### src/rtl/serial_addsub_pkg.sv
// rtl/serial_addsub_pkg.sv - shared types and constants for the bit-serial adder/subtractor
//   state_t   : FSM state encoding (IDLE, RUN, DONE)
//   CNT_W     : bit-counter width for a given operand width
//   WIDTH_MIN : smallest supported operand width
//   WIDTH_MAX : largest supported operand width
package serial_addsub_pkg;

    localparam int WIDTH_MIN = 2;
    localparam int WIDTH_MAX = 16;

    typedef enum logic [1:0] {
        IDLE = 2'd0,
        RUN  = 2'd1,
        DONE = 2'd2
    } state_t;

    function automatic int CNT_W(input int w);
        return $clog2(w);
    endfunction

endpackage

### src/rtl/serial_addsub_fa_cell.sv
// rtl/serial_addsub_fa_cell.sv - combinational 1-bit full adder (module fa_cell)
//   a, b : operand bits
//   cin  : carry in
//   s    : sum bit
//   cout : carry out (majority of a, b, cin)
module fa_cell (
    input  logic a,
    input  logic b,
    input  logic cin,
    output logic s,
    output logic cout
);

    assign s    = a ^ b ^ cin;
    assign cout = (a & b) | (a & cin) | (b & cin);

endmodule

### src/rtl/serial_addsub.sv
// rtl/serial_addsub.sv - bit-serial adder/subtractor, LSB first, start/busy/done handshake
//   clk, rst        : clock, asynchronous active-high reset
//   start           : request, sampled only in IDLE; sub/a/b captured with it
//   sub             : 0 = a+b, 1 = a-b (a + ~b + 1)
//   a, b            : WIDTH-bit operands
//   busy            : high while bits are being processed
//   done            : one-cycle pulse, result/carry_out valid
//   result          : sum/difference, held until the next operation completes
//   carry_out       : add: carry out of MSB; sub: 1 = no borrow
//   overflow        : signed overflow, present only when OVERFLOW_FLAG_EN is defined
module serial_addsub
    import serial_addsub_pkg::*;
#(
    parameter int WIDTH = 4
) (
    input  logic             clk,
    input  logic             rst,
    input  logic             start,
    input  logic             sub,
    input  logic [WIDTH-1:0] a,
    input  logic [WIDTH-1:0] b,
    output logic             busy,
    output logic             done,
    output logic [WIDTH-1:0] result,
    output logic             carry_out
`ifdef OVERFLOW_FLAG_EN
    ,
    output logic             overflow
`endif
);

    localparam int CW = CNT_W(WIDTH);
    localparam logic [CW-1:0] LAST_BIT = CW'(WIDTH - 1);

    if (WIDTH < WIDTH_MIN || WIDTH > WIDTH_MAX) begin : g_width_check
        $error("serial_addsub: WIDTH out of range");
    end

    state_t           state_q, state_d;
    logic [WIDTH-1:0] a_sh_q, a_sh_d;
    logic [WIDTH-1:0] b_sh_q, b_sh_d;
    // Holds the first WIDTH-1 sum bits; the final bit is merged in directly
    // when the result register is loaded.
    logic [WIDTH-2:0] res_sh_q, res_sh_d;
    logic             c_q, c_d;
    logic [CW-1:0]    cnt_q, cnt_d;
    logic [WIDTH-1:0] result_q, result_d;
    logic             carry_out_q, carry_out_d;
    logic             done_q, done_d;
`ifdef OVERFLOW_FLAG_EN
    logic             overflow_q, overflow_d;
`endif

    logic fa_s;
    logic fa_cout;

    fa_cell u_fa (
        .a    (a_sh_q[0]),
        .b    (b_sh_q[0]),
        .cin  (c_q),
        .s    (fa_s),
        .cout (fa_cout)
    );

    always_comb begin
        state_d     = state_q;
        a_sh_d      = a_sh_q;
        b_sh_d      = b_sh_q;
        res_sh_d    = res_sh_q;
        c_d         = c_q;
        cnt_d       = cnt_q;
        result_d    = result_q;
        carry_out_d = carry_out_q;
        done_d      = 1'b0;
`ifdef OVERFLOW_FLAG_EN
        overflow_d  = overflow_q;
`endif
        case (state_q)
            IDLE: begin
                if (start) begin
                    a_sh_d  = a;
                    b_sh_d  = sub ? ~b : b;
                    // Subtraction's +1 enters as the initial carry.
                    c_d     = sub;
                    cnt_d   = '0;
                    state_d = RUN;
                end
            end
            RUN: begin
                a_sh_d             = a_sh_q >> 1;
                b_sh_d             = b_sh_q >> 1;
                res_sh_d           = res_sh_q >> 1;
                res_sh_d[WIDTH-2]  = fa_s;
                c_d                = fa_cout;
                cnt_d              = cnt_q + CW'(1);
                if (cnt_q == LAST_BIT) begin
                    result_d    = {fa_s, res_sh_q};
                    carry_out_d = fa_cout;
`ifdef OVERFLOW_FLAG_EN
                    // c_q is the carry into the MSB on the last bit.
                    overflow_d  = c_q ^ fa_cout;
`endif
                    state_d     = DONE;
                end
            end
            DONE: begin
                // done is registered, so the pulse appears on the port the
                // cycle after DONE, when the FSM is already back in IDLE.
                done_d  = 1'b1;
                state_d = IDLE;
            end
            default: state_d = IDLE;
        endcase
    end

    always_ff @(posedge clk or posedge rst) begin
        if (rst) begin
            state_q     <= IDLE;
            a_sh_q      <= '0;
            b_sh_q      <= '0;
            res_sh_q    <= '0;
            c_q         <= 1'b0;
            cnt_q       <= '0;
            result_q    <= '0;
            carry_out_q <= 1'b0;
            done_q      <= 1'b0;
`ifdef OVERFLOW_FLAG_EN
            overflow_q  <= 1'b0;
`endif
        end else begin
            state_q     <= state_d;
            a_sh_q      <= a_sh_d;
            b_sh_q      <= b_sh_d;
            res_sh_q    <= res_sh_d;
            c_q         <= c_d;
            cnt_q       <= cnt_d;
            result_q    <= result_d;
            carry_out_q <= carry_out_d;
            done_q      <= done_d;
`ifdef OVERFLOW_FLAG_EN
            overflow_q  <= overflow_d;
`endif
        end
    end

    assign busy      = (state_q == RUN);
    assign done      = done_q;
    assign result    = result_q;
    assign carry_out = carry_out_q;
`ifdef OVERFLOW_FLAG_EN
    assign overflow  = overflow_q;
`endif

endmodule
### config.mk
export PLATFORM = sky130hd
export DESIGN_NAME = serial_addsub
export DESIGN_NICKNAME = d
export VERILOG_FILES = /design/src/rtl/serial_addsub_pkg.sv /design/src/rtl/serial_addsub_fa_cell.sv /design/src/rtl/serial_addsub.sv
export SDC_FILE = /design/constraint.sdc
export NUM_CORES = 1
export LEC_CHECK = 0
export CORE_MARGIN = 2
export CORE_UTILIZATION = 57
export CTS_BUF_LIST = sky130_fd_sc_hd__clkbuf_4
export DETAILED_ROUTE_END_ITERATION = 8
export PLACE_DENSITY = 0.95
export SLEW_MARGIN = 20
export SYNTH_ARGS = -nofsm -noshare
export SYNTH_HDL_FRONTEND = slang
export SYNTH_HIERARCHICAL = 1
export SYNTH_SLANG_ARGS = --single-unit
### constraint.sdc
create_clock -name clk -period 2.85 [get_ports clk]
set_input_delay 0.4275 -clock clk [delete_from_list [all_inputs] [get_ports clk]]
set_output_delay 0.4275 -clock clk [all_outputs]
set_load 0.01 [all_outputs]
==> summary.md, run 1 <==
| Metric | Value |
|---|---|
| CTS Root Cell | `clkbuf_4` |
| Chip Width | `46.2 µm` |
| Ys async rst share | `1.00` |
| Reg2Reg Launch Point | `state_q[0]$_DFFE_PP0P_` |
| Rel. slew slack | `0.470` |
| Critical path startpoint category | `register` |
| Area Overhead vs Synth | `23.0%` |
| Post-synth EDFFs | `0` |
| Unrepaired setup endpoints after global routing | `no` |
| Endpoints failing hold | `0` |
| Grt met2 use | `0.297` |
| Area contributors post-synth | `dfrtp_1, mux2_2, a221o_1` |
| Max Cap Viol | `0` |
| Crit-path max cell delay | `0.56 ns` |
| Number of port buffers | `18` |
| Crit path required time | `2.42 ns` |
| Most used routing layer | `met2` |
| Detail-routed via count per cell | `5.42` |
| Post-synthesis sequential area ratio | `0.543` |
| Top cell type by total area after synthesis | `dfrtp_1` |
| CP arrival | `1.79 ns` |
| Count of state elements after synthesis | `22` |
| Rows | `15` |
| Clk_skew | `0.0106 ns` |
| Resized Gates After CTS | `0` |
| Vias in the first global route | `619` |
| IO Pins | `19` |
| DRT iter0 DRCs | `11` |
| Num CTS Buffers | `3` |
| Core Util, Final | `0.730` |
| Worst-skew pair later-pin latency | `0.32 ns` |
| CTS Hold Bufs | `0` |
| Setup TNS | `0 ns` |
| Post-DP HPWL | `1260 µm` |
| Min-Delay Path Class | `register to register` |
| Synth top cells by count | `dfrtp_1, mux2_2, nand2_1, o21ai_0, nor2_1` |
| Global-route wire length before repair | `2860 µm` |
| Via count | `672` |
| Routed Wire Length | `1720 µm` |
| WL/cell | `13.9 µm` |
| TritonCTS clock tree | `done` |
| Worst hold start | `a_sh_q[2]$_DFFE_PP0P_` |
| Layout cell share with drive strength beyond 1 | `0.182` |
| Top-area cell type share of the netlist area | `0.543` |
| WS Path Type | `register to output port` |
| Post-CTS Setup Bufs | `0` |
| # clock sinks | `22` |
| Slew Viols, Final | `0` |
| Most common cell in the netlist | `dfrtp_1` |
| Crit-path slowest cell | `dfrtp_1` |
| Worst path cell trace | `nor2b_1, buf_4, clkdlybuf4s50_1` |
| Initial Util | `0.593` |
| Gr ovfl total | `0` |
| Die height | `46.2 µm` |
| DRC Markers | `0` |
| Min Clock Period, post-route | `2.22 ns` |
| Critical Path Fanout Max | `11` |
| Core ar. | `1710 µm²` |
| Final nets | `114` |
| Antenna violations before repair | `0` |
| Reg clk slew, reported paths | `0.11 ns` |
| Overall routing resource usage | `0.202` |
| Worst-Margin Slew | `0.794 ns` |
| VDD IR max | `0.487 mV` |
| Power per Cell Area | `1040 nW/µm²` |
| Die area | `2130 µm²` |
| Ys flop type | `dfrtp_1` |
| Worst Setup SP | `state_q[0]$_DFFE_PP0P_` |
| Syn_nets | `95` |
| TritonRoute pass-1 iters | `4` |
| Fin crit share | `0.778` |
| Mean Syn Cell Area | `12.5 µm²` |
| Pwr Total | `1.30 mW` |
| ANT nets after route | `0` |
| Critical Path End Type | `output port` |
| Clock Tree Buf Depth | `2` |
| Synthesized area | `1010 µm²` |
| Diodes inserted | `0` |
| Fillers | `113` |
| Max Freq | `0.451 GHz` |
| Endpoints failing setup | `0` |
| Placer congestion estimate | `0.844` |
| GR Layer Usage met1 | `0.247` |
| Distinct cells, synth | `29` |
| Cells after Synth | `81` |
| Leakage dissipation | `0.556 nW` |
| M3 GR Usage | `0.0784` |
| Run status | `complete, no violations` |
| Yosys warning count | `6` |
| H-tree levels | `1` |
| Largest net degree at the start of global routing | `23` |
final timing paths:
check                                                to  cells after the start  slack, ns
worst max register to register    result[3]$_DFFE_PP0P_                      4       1.41
worst max-delay path                               busy                      3       0.63
max in group asynchronous         result[3]$_DFFE_PP0P_                      2       1.81
worst min-delay path              a_sh_q[2]$_DFFE_PP0P_                      2       0.50
min in group asynchronous       res_sh_q[1]$_DFFE_PP0N_                      2       0.54
worst min register to register    a_sh_q[2]$_DFFE_PP0P_                      2       0.50
area by class of cell:
| class | count | area [µm²] | share of cell area |
|---|---|---|---|
| clock buffer | 3 | 22.5 | 0.0181 |
| clock inverter | 1 | 30.0 | 0.0241 |
| sequential | 22 | 551 | 0.442 |
| inverter | 3 | 11.3 | 0.00904 |
| tap | 25 | 31.3 | 0.0251 |
| multi-input combinational | 51 | 413 | 0.331 |
| timing repair buffer | 19 | 188 | 0.151 |
flip-flops by register name, indices dropped and copies added (netlist names):
name and cells:
c_q 1, carry_out 1, result 4, done 1, res_sh_q 3, state_q 2
b_sh_q 4, cnt_q 2, a_sh_q 4
per-layer routing:
layer | part of all wire | vias up | wire length [µm]
met5 | 0 | - | 0
met2 | 0.50 | 22 | 863
met4 | 0.021 | 0 | 36
met1 | 0.43 | 325 | 738
met3 | 0.049 | 5 | 85
li1 | - | 320 | -
placed cells by master, fill, tap and decap left out, types with 2 or more instances in the layout:
master,netlist,final
dfrtp_1,22,22
clkdlybuf4s50_1,0,18
mux2_2,8,8
nand2_1,5,5
o21ai_0,5,5
nor2_1,4,4
inv_1,3,3
nor2b_1,3,3
a31oi_1,3,3
xnor2_1,3,3
a221o_1,3,3
clkbuf_4,0,3
and2_0,2,2
per-stage QoR:
stage               setup slack (ns)  hold WS [ns]  instance area [µm²]  cells
detailed placement             0.977         0.475                 1190    120
floorplan                       1.59         0.417                 1010     81
finish                         0.633         0.496                 1250    124
global route                   0.541         0.530                 1250    124
CTS                            0.613         0.501                 1250    124
global placement                1.01         0.458                 1190    120
power by group:
part	switching, mW	leakage, nW	internal, mW
registers	0.103	0.279	0.445
clock network	0.0947	0.0279	0.142
logic	0.214	0.250	0.300
total	0.413	0.556	0.887
critical path: cells and delay by family (launching register included):
kind	cells	cell delay, ns
AND/OR/NAND/NOR	1	0.17
flip-flops	1	0.56
buffers and inverters	2	0.75
cell families (layout without fill, tap and decap cells):
logic type,count (synthesis),after routing,synth area share
AOI/OAI and AO/OA,17,17,0.132
and+or+nand+nor,19,19,0.109
muxes,9,9,0.100
xor gates and xnor gates,4,4,0.0346
adders and majority gates,2,2,0.0321
buffers and inverters,8,26,0.0494
DFF,22,22,0.543
(Power assumes the default switching activity.)
==> inputs of run 2 (changes only) <==
CORE_UTILIZATION = 53   (was 57)
PLACE_DENSITY = 0.91   (was 0.95)
clock period = 2.3 ns   (was 2.85 ns; I/O delays follow)
==> summary.md, run 2 (synthesis gave the netlist of run 1 again) <==
| Metric | Value |
|---|---|
| Worst hold slack | `0.348 ns (-0.149 ns)` |
| Final Worst Setup Slack | `0.284 ns (-0.349 ns)` |
| Num CTS Buffers | `3 (unchanged)` |
| Worst path cell trace | `nor2b_1, clkdlybuf4s50_1` |
| Via count | `654 (-2.7%)` |
| Critical Path End Type | `output port` |
| Worst-Margin Slew | `0.346 ns (-0.448 ns)` |
| Die height | `47.7 µm (+3.4%)` |
| CP top delay family | `flip-flops` |
| FF-to-FF setup slack | `0.78 ns (-0.63 ns)` |
| TritonCTS clock tree | `done` |
| Area Overhead vs Synth | `23.7%` |
| Initial Util | `0.574 (-0.0189)` |
| Most common cell after layout, fill and taps aside | `dfrtp_1` |
| Leakage dissipation | `0.561 nW (+0.86%)` |
| Rel. slew slack | `0.769 (+0.299)` |
| Crit-path max cell delay | `0.57 ns (about the same)` |
| ANT nets after route | `0 (unchanged)` |
| Clock Tree Buf Depth | `2 (unchanged)` |
| Chip Width | `47.7 µm (+3.4%)` |
| Endpoints failing hold | `0 (unchanged)` |
| Die area | `2280 µm² (+6.9%)` |
| Max Freq | `0.496 GHz` |
| Min Clock Period, post-route | `2.02 ns` |
| WL/cell | `13.4 µm (-3.8%)` |
| Crit path required time | `1.96 ns (-0.46 ns)` |
| Run status | `complete, no violations` |
| Final non-filler cell total | `125 (+0.81%)` |
| TritonRoute pass-1 iters | `2 (-2)` |
| WS Path Type | `register to output port` |
| Overall routing resource usage | `0.184 (-0.0183)` |
| Diodes inserted | `0 (unchanged)` |
| IO Pins | `19 (unchanged)` |
| Largest net degree at the start of global routing | `23 (unchanged)` |
| Min-Delay Path Class | `input pin to asynchronous set/reset pin` |
| Detail-routed via count per cell | `5.23 (-3.5%)` |
| Critical Path Fanout Max | `11 (unchanged)` |
| Post-CTS Setup Bufs | `0 (unchanged)` |
| DRT iter0 DRCs | `5 (-6)` |
| VDD IR max | `0.675 mV (+39%)` |
| Placer congestion estimate | `0.774 (-8.3%)` |
| Fillers | `130 (+15%)` |
| Commonest non-fill, non-tap cells in the layout | `dfrtp_1, clkdlybuf4s50_1, mux2_2` |
| Vias in the first global route | `654 (+5.7%)` |
| Resized Gates After CTS | `0 (unchanged)` |
| DRC Markers | `0 (unchanged)` |
| Worst-skew pair later-pin latency | `0.31 ns (about the same)` |
| Reg2Reg Launch Point | `state_q[0]$_DFFE_PP0P_` |
| H-tree levels | `1 (unchanged)` |
| R2r endpoint | `result[0]$_DFFE_PP0P_` |
| Final nets | `115 (+0.88%)` |
| Setup TNS | `0 ns (unchanged)` |
| Gr ovfl total | `0 (unchanged)` |
| CTS Hold Bufs | `0 (unchanged)` |
| CTS Root Cell | `clkbuf_4` |
| Fin crit share | `0.877` |
| Unrepaired setup endpoints after global routing | `no` |
| Placed cells | `121 (+0.83%)` |
| Critical path startpoint category | `register` |
| Global-route wire length before repair | `2880 µm (+0.74%)` |
| R2R depth | `4 (unchanged)` |
| Power per Cell Area | `1280 nW/µm² (+22%)` |
| Worst path depth | `2 (-1)` |
| Multi-input gate area | `413 µm² (unchanged)` |
| Core ar. | `1760 µm² (+3.3%)` |
| Antenna violations before repair | `0 (unchanged)` |
| DP Worst Slack | `0.581 ns (-0.396 ns)` |
| Post-DP HPWL | `1270 µm (+1.2%)` |
| Layout cell share with drive strength beyond 1 | `0.190 (+0.00818)` |
| Clk_skew | `0.00521 ns (-0.00543 ns)` |
| Routed Wire Length | `1670 µm (-3.0%)` |
| Max Cap Viol | `0 (unchanged)` |
| Number of port buffers | `18 (unchanged)` |
| Rows | `15 (unchanged)` |
| Reg clk slew, reported paths | `0.12 ns (about the same)` |
| CP arrival | `1.67 ns (-0.12 ns)` |
| # clock sinks | `22 (unchanged)` |
| Slew Viols, Final | `0 (unchanged)` |
| Register Area | `551 µm² (unchanged)` |
| Core Util, Final | `0.711 (-0.0190)` |
| Crit-path slowest cell | `dfrtp_1` |
| Buf+Inv Stages, Crit Path | `1 (-1)` |
| Endpoints failing setup | `0 (unchanged)` |
==> run 2: where the power goes <==
part	leakage, nW	total [mW]	internal (mW)	switching [mW]
sequential	0.279	0.679	0.551	0.127
clock	0.0279	0.294	0.176	0.118
combinational	0.255	0.627	0.370	0.257
==> run 2: final cells by class <==
type	instances	area share
repair buffers	20	0.156
clock inverters	1	0.0240
flip-flops and latches	22	0.439
well taps	25	0.0250
inverters	3	0.00898
multi-input cells	51	0.329
clock buffers	3	0.0180
==> run 2: metal layers <==
layer	vias to the layer above	wire length, µm	GRT usage
met5	-	0	0
met4	0	14	0.0649
met3	2	56	0.0377
met2	12	906	0.320
met1	323	693	0.225
li1	317	-	-
==> run 2: tightest hold or removal path, delay by kind of cell <==
family	cells	cell delay, ns
buffers and inverters	3	0.72
==> run 2: per-stage QoR <==
stage / power, mW / instance area [µm²]
after floorplan: 1.11 / 1010
after global placement: 1.28 / 1200
after detailed placement: 1.33 / 1200
after CTS: 1.62 / 1250
after global routing: 1.71 / 1250
final: 1.60 / 1250
==> run 2: worst max path at each step <==
stage,from,endpoint,slack [ns]
after floorplan,a_sh_q[0]$_DFFE_PP0P_,c_q$_DFFE_PP0P_,1.04
final,state_q[0]$_DFFE_PP0P_,busy,0.28
after CTS,state_q[0]$_DFFE_PP0P_,busy,0.27
after global routing,state_q[0]$_DFFE_PP0P_,busy,0.18
after detailed placement,start,b_sh_q[1]$_DFFE_PP0P_,0.58
after global placement,start,b_sh_q[1]$_DFFE_PP0P_,0.61
